===== config.mk =====
export PLATFORM = sky130hd
export DESIGN_NAME = amstrad_crtc6845_flat
export DESIGN_NICKNAME = d
export VERILOG_FILES = /design/src/rtl/amstrad_crtc6845_if.sv /design/src/rtl/amstrad_crtc6845.sv /design/src/flat_wrapper.sv
export SDC_FILE = /design/constraint.sdc
export NUM_CORES = 1
export LEC_CHECK = 0
export ABC_AREA = 0
export BUFFER_PORTS_ARGS = -buffer_cell sky130_fd_sc_hd__buf_2
export CELL_PAD_IN_SITES_DETAIL_PLACEMENT = 1
export CELL_PAD_IN_SITES_GLOBAL_PLACEMENT = 1
export CORE_AREA = 8 8 120 232
export CTS_BUF_LIST = sky130_fd_sc_hd__clkbuf_8
export CTS_CLUSTER_SIZE = 10
export DETAILED_ROUTE_END_ITERATION = 7
export DIE_AREA = 0 0 128 240
export GPL_TIMING_DRIVEN = 0
export PLACE_DENSITY_LB_ADDON = 0.08
export SLEW_MARGIN = 20
export SYNTH_ARGS = -nofsm -noshare
export SYNTH_HDL_FRONTEND = slang
export SYNTH_SLANG_ARGS = --single-unit

===== constraint.sdc =====
create_clock -name CLK -period 3.5 [get_ports CLK]
set_clock_uncertainty 0.15 [all_clocks]
set_input_delay 0.175 -clock CLK [delete_from_list [all_inputs] [get_ports CLK]]
set_output_delay 0.175 -clock CLK [all_outputs]
set_load 0.02 [all_outputs]

===== src/rtl/amstrad_crtc6845_if.sv =====
// CPU-side bus of the CRTC: select/strobe, direction, register select and data.
interface amstrad_crtc6845_if;
  logic       ENABLE;
  logic       nCS;
  logic       R_nW;
  logic       RS;
  logic [7:0] DIN;
  logic [7:0] DOUT;

  modport master (output ENABLE, nCS, R_nW, RS, DIN, input DOUT);
  modport slave  (input ENABLE, nCS, R_nW, RS, DIN, output DOUT);
endinterface


===== src/rtl/amstrad_crtc6845.sv =====
// UM6845R (type 1) CRTC: character-rate raster timing, sync and VRAM address
// generation for the CPC gate array.
// Optional feature: define CRTC_STATUS_EN to return {2'b00, vblank, 5'b0} on RS=0 reads.
module amstrad_crtc6845 #(
  parameter int unsigned HTOTAL_RST = 63,
  parameter int unsigned VTOTAL_RST = 38
) (
  input  logic                  CLK,
  input  logic                  RESET_N,
  input  logic                  CE,
  amstrad_crtc6845_if.slave     bus,
  output logic                  HSYNC,
  output logic                  VSYNC,
  output logic                  DE,
  output logic [13:0]           MA,
  output logic [4:0]            RA,
  output logic                  CURSOR
);

  localparam int unsigned MA_W     = 14;
  localparam int unsigned VS_LINES = 16;

  // programmable registers, stored at their implemented widths
  logic [4:0] ar;
  logic [7:0] r0, r1, r2;
  logic [3:0] r3;
  logic [6:0] r4, r6, r7;
  logic [4:0] r5, r9, r10, r11;
  logic [5:0] r12, r14;
  logic [7:0] r13, r15;

  // counters and timing state
  logic [7:0]      hcc;
  logic [4:0]      vlc;
  logic [6:0]      vcc;
  logic            in_adj;
  logic            hdisp_q, vdisp_q;
  logic [3:0]      hs_cnt;
  logic [4:0]      vs_cnt;
  logic [MA_W-1:0] ma_row;

  // per-tick decode of the current character position
  logic            line_end, last_raster, row_start, restart, enter_adj;
  logic            hdisp_c, vdisp_c, hs_start, hsync_c, vs_start, vsync_c, cursor_c;
  logic [4:0]      vs_nxt;
  logic [MA_W-1:0] ma_c;
  logic [7:0]      rd_data;

  // CPU writes to the address register and the data registers
  always_ff @(posedge CLK or negedge RESET_N) begin
    if (!RESET_N) begin
      ar  <= '0;
      r0  <= 8'(HTOTAL_RST);
      r1  <= '0;
      r2  <= '0;
      r3  <= '0;
      r4  <= 7'(VTOTAL_RST);
      r5  <= '0;
      r6  <= '0;
      r7  <= '0;
      r9  <= '0;
      r10 <= '0;
      r11 <= '0;
      r12 <= '0;
      r13 <= '0;
      r14 <= '0;
      r15 <= '0;
    end else if (bus.ENABLE && !bus.nCS && !bus.R_nW) begin
      if (!bus.RS) begin
        ar <= bus.DIN[4:0];
      end else begin
        case (ar)
          5'd0:  r0  <= bus.DIN;
          5'd1:  r1  <= bus.DIN;
          5'd2:  r2  <= bus.DIN;
          5'd3:  r3  <= bus.DIN[3:0];
          5'd4:  r4  <= bus.DIN[6:0];
          5'd5:  r5  <= bus.DIN[4:0];
          5'd6:  r6  <= bus.DIN[6:0];
          5'd7:  r7  <= bus.DIN[6:0];
          5'd9:  r9  <= bus.DIN[4:0];
          5'd10: r10 <= bus.DIN[4:0];
          5'd11: r11 <= bus.DIN[4:0];
          5'd12: r12 <= bus.DIN[5:0];
          5'd13: r13 <= bus.DIN;
          5'd14: r14 <= bus.DIN[5:0];
          5'd15: r15 <= bus.DIN;
          default: ;
        endcase
      end
    end
  end

  // CPU read path; only the cursor address (and optional status) is visible
  always_comb begin
    rd_data = 8'h00;
    if (bus.RS) begin
      case (ar)
        5'd14:   rd_data = {2'b00, r14};
        5'd15:   rd_data = r15;
        default: rd_data = 8'h00;
      endcase
    end else begin
`ifdef CRTC_STATUS_EN
      rd_data = {2'b00, ~vdisp_q, 5'b00000};
`else
      rd_data = 8'h00;
`endif
    end
    bus.DOUT = (!bus.nCS && bus.R_nW) ? rd_data : 8'h00;
  end

  // decode of the current character: display windows, sync starts, frame events
  always_comb begin
    line_end    = (hcc == r0);
    last_raster = !in_adj && (vlc == r9);
    row_start   = !in_adj && (hcc == 8'd0) && (vlc == 5'd0);
    enter_adj   = line_end && last_raster && (vcc == r4) && (r5 != 5'd0);
    restart     = line_end && (in_adj ? (5'(vlc + 5'd1) >= r5)
                                      : (last_raster && (vcc == r4) && (r5 == 5'd0)));

    hdisp_c = hdisp_q;
    if (hcc == 8'd0) hdisp_c = 1'b1;
    if (hcc == r1)   hdisp_c = 1'b0;
    vdisp_c = (row_start && (vcc == r6)) ? 1'b0 : vdisp_q;

    hs_start = (hcc == r2) && (r3 != 4'd0);
    hsync_c  = hs_start || (hs_cnt != 4'd0);

    vs_start = row_start && (vcc == r7);
    vsync_c  = vs_start || (vs_cnt != 5'd0);
    vs_nxt   = vs_start ? 5'(VS_LINES) : vs_cnt;
    if (line_end && (vs_nxt != 5'd0)) vs_nxt = vs_nxt - 5'd1;

    ma_c     = ma_row + MA_W'(hcc);
    cursor_c = hdisp_c && vdisp_c && (ma_c == {r14, r15}) && (vlc >= r10) && (vlc <= r11);
  end

  // counters advance and outputs register once per character clock
  always_ff @(posedge CLK or negedge RESET_N) begin
    if (!RESET_N) begin
      hcc     <= '0;
      vlc     <= '0;
      vcc     <= '0;
      in_adj  <= 1'b0;
      hdisp_q <= 1'b0;
      vdisp_q <= 1'b1;
      hs_cnt  <= '0;
      vs_cnt  <= '0;
      ma_row  <= '0;
      HSYNC   <= 1'b0;
      VSYNC   <= 1'b0;
      DE      <= 1'b0;
      MA      <= '0;
      RA      <= '0;
      CURSOR  <= 1'b0;
    end else if (CE) begin
      HSYNC  <= hsync_c;
      VSYNC  <= vsync_c;
      DE     <= hdisp_c && vdisp_c;
      MA     <= ma_c;
      RA     <= vlc;
      CURSOR <= cursor_c;

      hcc     <= line_end ? 8'd0 : hcc + 8'd1;
      hdisp_q <= hdisp_c;
      vdisp_q <= vdisp_c;
      vs_cnt  <= vs_nxt;
      if (hs_start)            hs_cnt <= r3 - 4'd1;
      else if (hs_cnt != 4'd0) hs_cnt <= hs_cnt - 4'd1;

      if (last_raster && (hcc == r1)) ma_row <= ma_row + MA_W'(r1);

      if (restart) begin
        vcc     <= '0;
        vlc     <= '0;
        in_adj  <= 1'b0;
        vdisp_q <= 1'b1;
        ma_row  <= {r12, r13};
      end else if (enter_adj) begin
        in_adj <= 1'b1;
        vlc    <= '0;
      end else if (line_end) begin
        if (last_raster) begin
          vlc <= '0;
          vcc <= vcc + 7'd1;
        end else begin
          vlc <= vlc + 5'd1;
        end
      end
    end
  end

endmodule

===== src/flat_wrapper.sv =====
// flat-port wrapper written by rule: the top's interface ports become plain ports
module amstrad_crtc6845_flat 
#(
  parameter int unsigned HTOTAL_RST = 63,
  parameter int unsigned VTOTAL_RST = 38
)
  (CLK, RESET_N, CE, HSYNC, VSYNC, DE, MA, RA, CURSOR, bus_ENABLE, bus_nCS, bus_R_nW, bus_RS, bus_DIN, bus_DOUT);
  amstrad_crtc6845_if bus_i ();
  input  logic CLK;
  input  logic RESET_N;
  input  logic CE;
  output logic HSYNC;
  output logic VSYNC;
  output logic DE;
  output logic [13:0] MA;
  output logic [4:0] RA;
  output logic CURSOR;
  input wire logic [$bits(bus_i.ENABLE)-1:0] bus_ENABLE;
  input wire logic [$bits(bus_i.nCS)-1:0] bus_nCS;
  input wire logic [$bits(bus_i.R_nW)-1:0] bus_R_nW;
  input wire logic [$bits(bus_i.RS)-1:0] bus_RS;
  input wire logic [$bits(bus_i.DIN)-1:0] bus_DIN;
  output wire logic [$bits(bus_i.DOUT)-1:0] bus_DOUT;
  assign bus_i.ENABLE = bus_ENABLE;
  assign bus_i.nCS = bus_nCS;
  assign bus_i.R_nW = bus_R_nW;
  assign bus_i.RS = bus_RS;
  assign bus_i.DIN = bus_DIN;
  assign bus_DOUT = bus_i.DOUT;
  amstrad_crtc6845 #(.HTOTAL_RST(HTOTAL_RST), .VTOTAL_RST(VTOTAL_RST)) u_core (.CLK(CLK), .RESET_N(RESET_N), .CE(CE), .bus(bus_i), .HSYNC(HSYNC), .VSYNC(VSYNC), .DE(DE), .MA(MA), .RA(RA), .CURSOR(CURSOR));
endmodule

After elaboration in Yosys (flattened, before gate mapping)
Cells that the tools add are included.
Cells by class
  $add $sub $neg: 8
  $lt $le $gt $ge: 3
  equal/unequal tests: 23
  muxes and demuxes: 25
  bitwise operators: 1
  reductions and logical operators: 62
Operators with widths (count)
  $reduce_and 3->1: 15
  $eq 5x4->1 const B: 7
  $mux 5: 6
  $add 14x8->14: 2
  $mux 14: 2
  $mux 7: 4
  $eq 8x8->1: 3
  $mux 8: 3
  $eq 7x7->1: 3
  $logic_and 1x1->1: 21
  $eq 5x3->1 const B: 4
  $pmux 8 s2: 1
  $logic_not 5->1: 3
  $reduce_bool 5->1: 3
  $eq 14x14->1: 1
  $eq 5x2->1 const B: 2
  $ge 5x5->1: 2
  $reduce_and 2->1: 5
  $reduce_bool 2->1: 5
  $add 8x1->8 const B: 1
  $logic_not 8->1: 1
  $mux 4: 2
  $reduce_bool 4->1: 2
  $sub 4x1->4 const B: 2
  13 further kinds: 22
Storage, ports and cells
  register bits: 171
  input bits: 15
  output and inout port bits: 31
  word-level logic and storage cells: 153

Depth between registers and ports, before layout
  depth after elaboration: 9
  gate-level depth with buffers: 15
  gate-level depth less buffers: 13

Worst setup path after synthesis
No wires, ideal clock.
  path kind: register to register
  start: register u_core.hcc[1]
  end: register u_core.vs_cnt[4]
  arrival: 3157 ps
  required time: 3213 ps
  path slack: 55 ps
  stages on the path, launching flop included: 16
  buffers on the path: 2
  cells stage by stage: dfrtp_1 -> clkbuf_1 -> inv_1 -> ha_1 -> or4b_4 -> or4_4 -> nor3_1 -> buf_2 -> nand2b_1 -> ha_1 -> nand2_1 -> nor2_1 -> nor2_1 -> and2_1 -> nand3b_1 -> o221ai_1
On the way
  longest elaborated chain between the ends: 8
  elaborated cells on any way between the ends: 10
  classes of those cells: 1 x add/sub; 1 x eq/ne; 2 x mux; 6 x reduce/logical
RTL lines
  from (decl): RTL line amstrad_crtc6845.sv:33  | logic [7:0] hcc;
  from (signal assigned): RTL line amstrad_crtc6845.sv:165  | hcc <= line_end ? 8'd0 : hcc + 8'd1;
  parallel branches: the longest is 7 deep, another holds $sub 5x1->5
  $mux 5 *: RTL line amstrad_crtc6845.sv:133  | if (line_end && (vs_nxt != 5'd0)) vs_nxt = vs_nxt - 5'd1;
  to (signal assigned): RTL line amstrad_crtc6845.sv:168  | vs_cnt <= vs_nxt;
  to (decl): RTL line amstrad_crtc6845.sv:39  | logic [4:0] vs_cnt;
Every way passes the cells marked *.
A chain may end at the register's enable or synchronous reset.

Final worst setup path
  start: register u_core.hcc[0]
  end: register u_core.vs_cnt[4]
The elaborated chain is that of the path after synthesis.

==> flow_summary.json <==
{
  "first_iter_violations": 338,
  "peakVddDrop_v": 0.0003350,
  "critical_path_arrival_ps": 3630,
  "areaGrowthSynthToFinish_pct": 15.29,
  "instances_no_fill": 1389,
  "period_minus_slack_ps": 3403,
  "cp.required_ps": 3730,
  "grt_overflow": 0,
  "max_cap_violations": 0,
  "p_total_w": 0.007970,
  "detail_route.wl_per_cell_um": 21.78,
  "avgViaCountPerCell": 5.360,
  "post_synth.cell_area_avg_um2": 10.25,
  "p_leak_nw": 5.000,
  "synthArstFlopShare": 1.000,
  "fp.dieW_um": 128,
  "final_util": 0.4515,
  "hp-class": "input port to flip-flop",
  "setup_viol": 0,
  "synthFlopType": "dfrtp_1",
  "diodes": 0,
  "synth_edf_count": 0,
  "die-area_um2": 30720,
  "cp-end-kind": "flip-flop",
  "grt_use_total": 0.2072,
  "fill_cells": 2851,
  "ys_ff_latch": 171,
  "antenna_found_initial": 0,
  "firstDrtPassIters": 4,
  "drc": 0,
  "period_share": 0.9724,
  "nNetsFinal": 1096,
  "synth_nets": 1005,
  "drive_gt1_frac": 0.2564,
  "startpoint_type": "flip-flop",
  "clockBufferDepth": 2,
  "dp.cells": 1331,
  "io_pins": 46,
  "cts.clk_slew.worst_paths_ps": 100,
  "htree_levels": 4,
  "vias": 7445,
  "fmax_mhz": 293.8,
  "rows": 82,
  "synth_area_leaders": "dfrtp_1 (41%), mux2_2 (13%), xnor2_1 (6.1%)",
  "synth_area_leader_cell": "dfrtp_1",
  "cts_sinks": 171,
  "yosysMostFrequentCell": "dfrtp_1",
  "yosys_warnings": 0,
  "finalMaxSlewViolations": 0,
  "worstPathMaxFanout": 6,
  "synth-seq-area-share": 0.4413,
  "setup_tns_ps": 0,
  "grt_pass1_vias": 7961,
  "portBuffers": 44,
  "cts_tree": "done",
  "status": "finished clean",
  "syn_area_um2": 9724,
  "netlist.area_leader.share": 0.4143,
  "ys_types": 70,
  "ys_top_cells_by_count": "dfrtp_1 (161), mux2_2 (108), nor2_1 (74), xnor2_1 (68), nand2_1 (61)",
  "power.density_nw_per_um2": 710.9,
  "wirelength_mm": 30.25,
  "worst_skew_pair.late_latency_ps": 510,
  "crit_type": "flip-flop to flip-flop",
  "grt_max_degree": 66,
  "die_h_um": 240,
  "hold_violations": 0,
  "synthCells": 949,
  "core_area_um2": 24830,
  "hpwl_mm": 21.96,
  "start_util": 0.3917,
  "relSlewSlack": 0.3578,
  "cts_inserted_buffers": 17,
  "place_congestion": 0.8084,
  "cts_root_buf": "clkbuf_8",
  "grt_pass1_wl_mm": 47.27,
  "postRouteAntennaNets": 0,
  "max_slew.worst_pin.slew_ps": 963.3
}
==> cell type report <==
class / instances / area [µm²] / share of cell area
Multi-Input combinational cell: 689 / 5121 / 0.4568
Tap cell: 336 / 420.4 / 0.03750
Inverter: 34 / 130.1 / 0.01161
Clock inverter: 15 / 163.9 / 0.01462
Sequential cell: 171 / 4297 / 0.3833
Timing Repair Buffer: 74 / 538.0 / 0.04799
Clock buffer: 17 / 234.0 / 0.02087
Buffer: 53 / 306.5 / 0.02734
==> worst paths after layout <==
kind / to / start / cells past startpoint / slack [ps]
worst min-delay path: u_core.r0[5] / bus_DIN[5] / 2 / 220
max in group asynchronous: u_core.r0[1] / RESET_N / 5 / 1700
min in group asynchronous: u_core.r15[7] / RESET_N / 3 / 510
worst max-delay path: u_core.vs_cnt[4] / u_core.hcc[0] / 15 / 100
worst max register to register: u_core.vs_cnt[4] / u_core.hcc[0] / 15 / 100
worst min register to register: u_core.MA[6] / u_core.MA[6] / 1 / 330
==> stage by stage <==
step | worst slack, ps | area, µm² | hold WS (ps)
6_report | 96.66 | 11210 | 222.7
3_5_place_dp | -759.1 | 10440 | -51.07
4_1_cts | 20.78 | 11080 | 203.1
2_1_floorplan | 55.10 | 9724 | -270.6
3_3_place_gp | -839.0 | 10360 | 308.1
5_1_grt | -50.87 | 11210 | 203.1
==> worst max-delay path, cell delays in order, from the launching register on <==
cell and delay (ps):
dfrtp_1 390, buf_4 180, inv_4 70, ha_1 150, or4b_4 470, or4_4 470, nor3_4 290, buf_6 150
nand2b_4 120, ha_2 180, nand2_2 90, nor2_4 140, nor2_1 70, and2_4 170, nand3b_1 80, o221ai_1 110
==> kinds of logic after synthesis <==
group | after synthesis | share of synthesized area
AO/OA/AOI/OAI | 165 | 0.1031
XOR/XNOR | 88 | 0.07926
flip-flops | 171 | 0.4413
buffers and inverters | 89 | 0.04285
AND/OR/NAND/NOR | 272 | 0.1387
multiplexers | 123 | 0.1405
adder cells (fa/ha/maj) | 41 | 0.05430
==> power by group <==
group / switching [W] / internal, W / total, W
registers: 0.000392 / 0.00245 / 0.00284
clock network: 0.000826 / 0.000646 / 0.00147
logic: 0.00211 / 0.00155 / 0.00366
==> registers in the layout (all words and copies together), names as in the netlist, 4 cells and up <==
| name | count |
|---|---|
| u_core.r12 | 6 |
| u_core.ma_row | 14 |
| u_core.r2 | 8 |
| u_core.r11 | 5 |
| u_core.r7 | 7 |
| u_core.MA | 14 |
| u_core.vcc | 7 |
| u_core.r0 | 8 |
| u_core.r6 | 7 |
| u_core.ar | 5 |
| u_core.r15 | 8 |
| u_core.r13 | 8 |
| u_core.r9 | 5 |
| u_core.r1 | 8 |
| u_core.r14 | 6 |
| u_core.vs_cnt | 5 |
| u_core.vlc | 5 |
| u_core.r5 | 5 |
| u_core.hs_cnt | 4 |
| u_core.r4 | 7 |
| u_core.r3 | 4 |
| u_core.r10 | 5 |
| u_core.hcc | 8 |
| u_core.RA | 5 |
==> placed cells by master, fill, tap and decap left out, types with 5 or more instances in the layout <==
| cell | instances |
|---|---|
| a211oi_1 | 5 |
| buf_2 | 47 |
| nor3_1 | 20 |
| buf_6 | 8 |
| o21a_1 | 7 |
| nand2_1 | 60 |
| dfstp_2 | 10 |
| xor2_1 | 20 |
| dlygate4sd3_1 | 12 |
| inv_1 | 31 |
| nor2b_1 | 15 |
| dfrtp_1 | 157 |
| clkbuf_8 | 19 |
| nand2b_1 | 16 |
| mux2_2 | 108 |
| a21oi_1 | 45 |
| o21ai_0 | 58 |
| a31oi_1 | 5 |
| clkbuf_1 | 29 |
| nand3_1 | 24 |
| mux2i_1 | 15 |
| o22ai_1 | 7 |
| nand4_1 | 20 |
| xnor2_1 | 67 |
| ha_1 | 38 |
| or3_1 | 5 |
| nor2_1 | 72 |
| buf_4 | 19 |
==> routing by layer <==
| layer | track usage | vias up | wire length, µm |
|---|---|---|---|
| met2 | 0.3650 | 91 | 15860 |
| met1 | 0.2490 | 3807 | 13060 |
| li1 | - | 3514 | - |
| met5 | 0 | - | 0 |
| met4 | 0.07941 | 0 | 669 |
| met3 | 0.02843 | 33 | 662 |
==> repair_timing <==
item	4_1_cts	5_1_grt
endpoints found under the hold margin	147	0
gates resized for setup	19	27
hold buffers	13	0
setup endpoints to repair	32	24
cloned	0	0
buffers inserted	7	8
pin swaps	2	4
Note: power is estimated with default switching activity, not from simulation.
